==> src/rtl/accumulator_sequencer.sv <==
// rtl/accumulator_sequencer.sv - fetch/decode/execute controller for the 8-bit accumulator CPU
// Owns PC/AR/IR/AC/E and drives the shared synchronous memory and external adder.
module accumulator_sequencer #(
    parameter int ADDR_W = 5,
    parameter int DATA_W = 8
) (
    input  logic              clk,
    input  logic              rst,
    input  logic              start,
    input  logic [ADDR_W-1:0] start_pc,
    output logic [ADDR_W-1:0] mem_addr,
    output logic              mem_we,
    output logic [DATA_W-1:0] mem_wdata,
    input  logic [DATA_W-1:0] mem_rdata,
    output logic [DATA_W-1:0] add_a,
    output logic [DATA_W-1:0] add_b,
    output logic              add_cin,
    input  logic [DATA_W-1:0] add_sum,
    input  logic              add_cout,
    output logic [DATA_W-1:0] ac,
    output logic              e,
    output logic [ADDR_W-1:0] pc,
    output logic              busy,
    output logic              halted,
    output logic              instr_done
);

    typedef enum logic [2:0] {
        S_IDLE, S_FETCH, S_DECODE, S_INDIR, S_INDIR_W, S_OPRD, S_EXEC, S_HALT
    } state_t;

    localparam logic [1:0] OP_ADD = 2'b00;
    localparam logic [1:0] OP_DBL = 2'b01;
    localparam logic [1:0] OP_LDA = 2'b10;
    localparam logic [1:0] OP_HLT = 2'b11;

    state_t            r_state;
    logic [ADDR_W-1:0] r_pc;
    logic [ADDR_W-1:0] r_ar;
    logic [1:0]        r_ir_op;
    logic [DATA_W-1:0] r_ac;
    logic              r_e;

    logic [1:0]        w_dec_op;
    logic              w_dec_ind;
    logic              w_dbl_write;

    assign w_dec_op    = mem_rdata[DATA_W-2 -: 2];
    assign w_dec_ind   = mem_rdata[DATA_W-1];
    assign w_dbl_write = (r_state == S_EXEC) && (r_ir_op == OP_DBL);

    // Memory and adder controls decode straight from state so a reset drops them at once.
    always_comb begin
        mem_addr = r_pc;
        case (r_state)
            S_INDIR, S_OPRD, S_EXEC: mem_addr = r_ar;
            default:                 mem_addr = r_pc;
        endcase
    end

    assign mem_we     = w_dbl_write;
    assign mem_wdata  = w_dbl_write ? {mem_rdata[DATA_W-2:0], 1'b0} : '0;
    assign add_a      = r_ac;
    assign add_b      = mem_rdata;
    assign add_cin    = 1'b0;
    assign ac         = r_ac;
    assign e          = r_e;
    assign pc         = r_pc;
    assign busy       = (r_state != S_IDLE) && (r_state != S_HALT);
    assign halted     = (r_state == S_HALT);
    assign instr_done = (r_state == S_EXEC) || ((r_state == S_DECODE) && (w_dec_op == OP_HLT));

    always_ff @(posedge clk or posedge rst) begin
        if (rst) begin
            r_state <= S_IDLE;
            r_pc    <= '0;
            r_ar    <= '0;
            r_ir_op <= OP_ADD;
            r_ac    <= '0;
            r_e     <= 1'b0;
        end else begin
            case (r_state)
                S_IDLE, S_HALT: begin
                    if (start) begin
                        r_pc    <= start_pc;
                        r_state <= S_FETCH;
                    end
                end
                S_FETCH: r_state <= S_DECODE;
                S_DECODE: begin
                    // Only the opcode field of IR is needed once decode has routed the instruction.
                    r_ir_op <= w_dec_op;
                    r_ar    <= mem_rdata[ADDR_W-1:0];
                    r_pc    <= r_pc + {{(ADDR_W-1){1'b0}}, 1'b1};
                    if (w_dec_op == OP_HLT)
                        r_state <= S_HALT;
                    else if (w_dec_ind)
                        r_state <= S_INDIR;
                    else
                        r_state <= S_OPRD;
                end
                S_INDIR: r_state <= S_INDIR_W;
                S_INDIR_W: begin
                    r_ar    <= mem_rdata[ADDR_W-1:0];
                    r_state <= S_OPRD;
                end
                S_OPRD: r_state <= S_EXEC;
                S_EXEC: begin
                    case (r_ir_op)
                        OP_ADD: begin
                            r_ac <= add_sum;
                            r_e  <= add_cout;
                        end
                        OP_LDA:  r_ac <= mem_rdata;
                        OP_DBL:  r_e  <= mem_rdata[DATA_W-1];
                        default: r_ac <= r_ac;
                    endcase
                    r_state <= S_FETCH;
                end
                default: r_state <= S_IDLE;
            endcase
        end
    end

endmodule

==> config.mk <==
export PLATFORM = sky130hd
export DESIGN_NAME = accumulator_sequencer
export DESIGN_NICKNAME = d
export VERILOG_FILES = /design/src/rtl/accumulator_sequencer.sv
export SDC_FILE = /design/constraint.sdc
export NUM_CORES = 1
export LEC_CHECK = 0
export ABC_AREA = 1
export CAP_MARGIN = 20
export CORE_UTILIZATION = 37
export DETAILED_ROUTE_END_ITERATION = 7
export PLACE_DENSITY_LB_ADDON = 0.25
export SKIP_CTS_REPAIR_TIMING = 1
export SYNTH_ARGS = -nofsm -noshare
export SYNTH_HDL_FRONTEND = slang
export SYNTH_SLANG_ARGS = --single-unit
==> constraint.sdc <==
create_clock -name clk -period 1.5 [get_ports clk]
set_clock_uncertainty 0.05 [all_clocks]
set_input_delay 0.375 -clock clk [delete_from_list [all_inputs] [get_ports clk]]
set_output_delay 0.375 -clock clk [all_outputs]
set_load 0.03 [all_outputs]
# [Word level (Yosys, flattened, before mapping)]
# Cells that the tools add are included.
# Widths: inputs -> output; s select.
[totals] reg_bits=24 latch_bits=0 ram_bits=0 rom_bits=0 inputBits=25 out_inout_bits=48 word_cells=45 n_memories=0
[op_classes] n_addsub=1 multipliers=0 div_mod_pow=0 n_lt_le_gt_ge=0 eq_ne=12 shifts=0 mux=10 n_bitwise=0 n_reduce_logical=16
[op_table] cell="$pmux 3 s7" count=1
[op_table] cell="$pmux 8 s2" count=1
[op_table] cell="$eq 3x3->1 const B" count=4
[op_table] cell="$mux 5" count=2
[op_table] cell="$pmux 5 s2" count=1
[op_table] cell="$mux 3" count=3
[op_table] cell="$mux 8" count=1
[op_table] cell="$eq 3x2->1 const B" count=2
[op_table] cell="$reduce_and 2->1" count=3
[op_table] cell="$reduce_bool 2->1" count=3
[op_table] cell="$add 5x1->5 const B" count=1
[op_table] cell="$eq 2x2->1 const B" count=2
[op_table] cell="$reduce_or 2->1" count=2
[op_table] cell="$eq 3x1->1 const B" count=1
[op_table] cell="$logic_and 1x1->1" count=3
[op_table] cell="$logic_not 3->1" count=1
[op_table] cell="$ne 3x3->1 const B" count=1
[op_table] cell="$reduce_bool 3->1" count=1
[op_table] cell="$reduce_or 3->1" count=1
[op_table] cell="$eq 2x1->1 const B" count=1
[op_table] cell="$logic_not 2->1" count=1
[op_table] cell="$ne 2x2->1 const B" count=1
[op_table] cell="$pmux 1 s2" count=1
[op_table] cell="$logic_or 1x1->1" count=1

# [Logic depth before layout (Yosys ltp)]
[depth] word_depth=4 ltp_mapped=8 mapped_depth_nobuf=7

# [Worst setup path before layout]
# OpenSTA, ideal clock, no wires.
[synth_path] kind="register -> output" from="register r_state[0]" to="output port mem_wdata[1]" arrival_time_ns=1.593 required_time_ns=1.075 setup_slack_ns=-0.518 path_stages_with_launch=9 path_buffers=1 cell_sequence="dfrtp_1 > inv_1 > nand2_2 > nor2_4 > inv_2 > buf_6 > nor2_4 > inv_2 > nor2_1"
[synth_between] elab_chain_len=3
[synth_rtl] item="from (decl)" line_no="37" text="state_t r_state;"
[synth_rtl] item="from (signal assigned)" line_no="75" text="r_state <= S_IDLE;"
[synth_rtl] item="from (signal assigned)" line_no="86" text="r_state <= S_FETCH;"
[synth_rtl] item="from (signal assigned)" line_no="89" text="S_FETCH: r_state <= S_DECODE;"
[synth_rtl] item="$eq 3x3->1" line_no="50" text="assign w_dbl_write = (r_state == S_EXEC) && (r_ir_op == OP_DBL);"
[synth_rtl] item="$logic_and 1x1->1" line_no="50"
[synth_rtl] item="named net mem_we" line_no="12" text="output logic mem_we,"
[synth_rtl] item="$mux 8" line_no="62" text="assign mem_wdata = w_dbl_write ? {mem_rdata[DATA_W-2:0], 1'b0} : '0;"
[synth_rtl] item="to (decl)" line_no="13" text="output logic [DATA_W-1:0] mem_wdata,"
# The timed path passes the listed nets, and every way through them passes these cells.

# [Worst setup path in the final report]
[layout_path] from="register r_state[1]" to="output port mem_addr[3]"
[layout_between] elab_chain_len=3 elab_cells_between_ends=5 cone_classes="eq/ne: 3; mux: 1; reduce/logical: 1"
[layout_rtl] item="$eq 3x3->1 or $eq 3x2->1 (tied branches)" line_no="55" text="case (r_state)"
[layout_rtl] item="$reduce_or 3->1 (*)" line_no="55"
[layout_rtl] item="$mux 5 (*)" line_no="55"
[layout_rtl] item="to (decl)" line_no="11" text="output logic [ADDR_W-1:0] mem_addr,"
# Mark *: on every way between the ends. The rest lies on a longest branch, timed or not.

==> impl_metrics.csv <==
group,metric,value,unit
run_status,status,"finished, violations left",
run_status,violated_checks,"setup timing",
setup_path,worst_path_most_repeated_cell,"sky130_fd_sc_hd__buf_4",
floorplanning,boundaryPins,73,
finish,diodes_inserted,0,
floorplanning,die_h,67.5,microns
setup_path,slowest_stage,"sky130_fd_sc_hd__dfrtp_2",
finish,layout-drive-gt1-share,34.8,%
setup_path,number_of_buffers_and_inverters_on_the_critical_path,4,
placed_design,gp_routability_congestion,0.778,
global_route,global_route.usage.total,18.1,%
synthesis,synth_seq_area_share,37.8,%
setup_path,timing.critical_path.to_type,"output port",
clock_tree,clock_sink_count,24,
synthesis,syn-mean-instance-area,6.87,sq um
global_route,grt_antenna_before_repair,0,
synthesis,synth_area,1590,sq um
route,routed_wl,4300,microns
timing,maxSlewViolCount,0,
floorplanning,initial_core_util,39.1,%
min_path,hp-class,"input pin to asynchronous set/reset pin",
setup_path,r2r_slack,0.04,ns
route,detail_route.vias_per_cell,4.62,
route,num_vias,1677,
timing,rsz0062_at_grt,"yes",
floorplanning,die-area,4560,sq um
placed_design,port_buffers,70,
power,power-per-cell-area,2030,nW/um^2
setup_path,ff2ff_path_depth,9,
setup_path,cp_data_arrival_time,1.52,ns
placed_design,place_ws,-0.178,ns
timing,timing.final.crit_share,130,%
synthesis,count_of_flip_flops_with_a_built_in_enable_after_synthesis,0,
power,vdd_ir_max,1.19,mV
synthesis,ys_async_sr_fraction,100,%
setup_path,criticalPathCategory,"register to output port",
route,routedWlPerCell,11.8,microns
setup_path,cp-start-kind,"register",
setup_path,worst_r2r_startpoint,"r_state[0]",
timing,highest_clock_rate,0.514,GHz
clock_tree,cts_root_buf,"sky130_fd_sc_hd__clkbuf_8",
global_route,first_global_vias,1415,
clock_tree,cts_buffers,3,
timing,final_hold_viol_count,0,
clock_tree,insertion_delay,0.27,ns
global_route,grt_max_degree,25,
power,clkPwrFrac,10.5,%
setup_path,worstReg2RegEnd,"r_state[1]",
synthesis,synth_top_area_share,37.8,%
power,switchingPower,2.67,mW
clock_tree,tritoncts_clock_tree,"built",
setup_path,worst_path_dominant_cell_family,"buffers and inverters",
synthesis,synth-seq-cells,24,
power,power_switching_share,48.7,%
timing,worst_slack,-0.446,ns
global_route,grt_overflow_total,0,
timing,period_minus_slack,1.95,ns
timing,finalSetupViolations,16,
synthesis,synth_cells,231,
global_route,grt_pass1_wl,6220,microns
placed_design,detailed_place.area,2400,sq um
finish,area.growth.synth_to_final,69.7,%
synthesis,post-synth-top-count-cell,"sky130_fd_sc_hd__nand2_1",
floorplanning,fp.coreArea,4060,sq um
power,reported_leakage_power,1.38,nW
route,number_of_antenna_violating_nets_in_the_routed_design,0,
power,power.share.sequential,22.5,%
finish,nets,341,
synthesis,synth_top_flop_cell,"sky130_fd_sc_hd__dfrtp_1",
setup_path,timing.critical_path.slowest_cell_delay,0.46,ns
floorplanning,num_rows,23,
power,pwr-share-comb,67.0,%
setup_path,crit_path_max_fanout,5,
finish,final_core_util,66.4,%
route,drt_first_pass_iters,4,
placed_design,dp_hpwl,3050,microns
clock_tree,clk_pin_slew,0.08,ns
setup_path,worstPathCellList,"buf_4, inv_1, nand3_2, buf_4, nand3_1, nand2_2, buf_4",
timing,worst_hold_slack,0.412,ns
synthesis,post_synth_main_area_contributors,"sky130_fd_sc_hd__dfrtp_1 (38%), sky130_fd_sc_hd__nand2_1 (18%), sky130_fd_sc_hd__buf_4 (8.5%)",
route,drtIter0Drc,68,
setup_path,required,1.07,ns
flow_run,maxCapViolCount,0,
synthesis,yosys_warnings,0,
route,post-route-drc-count,0,
power,design_power_total,5.48,mW
synthesis,synth.largest_area_cell,"sky130_fd_sc_hd__dfrtp_1",
synthesis,ys_types,24,
finish,stdcell_area,2690,sq um
power,p_int,2.81,mW
floorplanning,chipWidth,67.5,microns
clock_tree,cts.htree.levels,1,
clock_tree,cts.path.max_buffers,2,
synthesis,top_cells_by_instance_count_after_synthesis,"sky130_fd_sc_hd__nand2_1 (78), sky130_fd_sc_hd__dfrtp_1 (24), sky130_fd_sc_hd__nand3_1 (23)",
power by group through the flow:
stage	Sequential, mW	Clock, mW	Combinational, mW
3_3_place_gp	1.22	0	3.30
2_1_floorplan	1.53	0	1.89
6_report	1.24	0.573	3.67
4_1_cts	1.22	0.584	3.35
3_5_place_dp	1.23	0	3.34
5_1_grt	1.28	0.609	3.99
registers in the layout, summed over array words and instances, names as in the netlist:
signal / flops
r_ar: 5
r_ir_op: 2
r_state: 3
pc: 5
e: 1
ac: 8
worst max-delay path by stage:
stage	from	endpoint	slack [ns]	depth (start not counted)
4_1_cts	r_state[1]	mem_addr[4]	-0.45	7
3_3_place_gp	mem_rdata[6]	instr_done	-0.17	4
6_report	r_state[1]	mem_addr[3]	-0.45	7
2_1_floorplan	r_state[0]	mem_wdata[1]	-0.36	8
3_5_place_dp	mem_rdata[5]	instr_done	-0.18	4
5_1_grt	r_state[1]	mem_addr[3]	-0.54	7
metal layers:
| layer | up-vias | wire, microns | GRT usage (%) |
|---|---|---|---|
| li1 | 877 | - | - |
| met1 | 738 | 1910 | 23.6 |
| met2 | 58 | 2110 | 30.7 |
| met3 | 4 | 244 | 2.20 |
| met4 | 0 | 36 | 5.59 |
| met5 | - | 0 | 0 |
worst register-to-register path, delay by kind of cell, from the launching register on:
family	cells	cell delay [ns]
flops	1	0.42
simple gates	5	0.48
buf+inv	3	0.34
compound gates	1	0.11
placed cells by master, fill, tap and decap left out:
cell,count
sky130_fd_sc_hd__dlymetal6s2s_1,22
sky130_fd_sc_hd__nand3_2,3
sky130_fd_sc_hd__nand2_1,62
sky130_fd_sc_hd__dfrtp_2,1
sky130_fd_sc_hd__nand4_1,1
sky130_fd_sc_hd__o21bai_1,1
sky130_fd_sc_hd__nand3_4,1
sky130_fd_sc_hd__clkbuf_8,3
sky130_fd_sc_hd__nor2_4,11
sky130_fd_sc_hd__inv_6,1
sky130_fd_sc_hd__a21oi_1,5
sky130_fd_sc_hd__buf_4,38
sky130_fd_sc_hd__nand3_1,20
sky130_fd_sc_hd__inv_2,6
sky130_fd_sc_hd__bufinv_16,1
sky130_fd_sc_hd__dfrtp_1,23
sky130_fd_sc_hd__clkdlybuf4s50_1,19
sky130_fd_sc_hd__or2_1,1
sky130_fd_sc_hd__buf_6,21
sky130_fd_sc_hd__ha_1,2
sky130_fd_sc_hd__nor2_1,8
sky130_fd_sc_hd__nand2_2,16
sky130_fd_sc_hd__a21oi_2,1
sky130_fd_sc_hd__conb_1,2
sky130_fd_sc_hd__nor2_2,3
sky130_fd_sc_hd__inv_1,15
sky130_fd_sc_hd__o21ai_1,2
sky130_fd_sc_hd__o21ai_0,21
sky130_fd_sc_hd__or2_2,1
sky130_fd_sc_hd__nand2_4,2
final cells by class:
class                           instances  area (sq um)
Timing Repair Buffer                  100           987
Tap cell                               50          62.6
Fill cell                             334          1360
Inverter                               22          87.6
Multi-Input combinational cell        163           883
Clock buffer                            3          41.3
Clock inverter                          1          30.0
Sequential cell                        24           602
stage by stage:
stage          cells  setup TNS [ns]
6_report         363           -6.03
5_1_grt          363           -7.46
4_1_cts          361          -10.68
3_5_place_dp     357           -2.11
3_3_place_gp     357           -1.97
2_1_floorplan    232           -2.69
cells by family (layout without fill, tap and decap cells):
group	after synthesis	in the layout	synth area share, %
DFF	24	24	37.8
and+or+nand+nor	129	129	34.8
other	1	2	0.236
AOI/OAI and AO/OA	30	30	9.61
adders and majority gates	2	2	1.58
buffers and inverters	45	126	16.0
No activity file was read; power rests on OpenSTA's default activity.
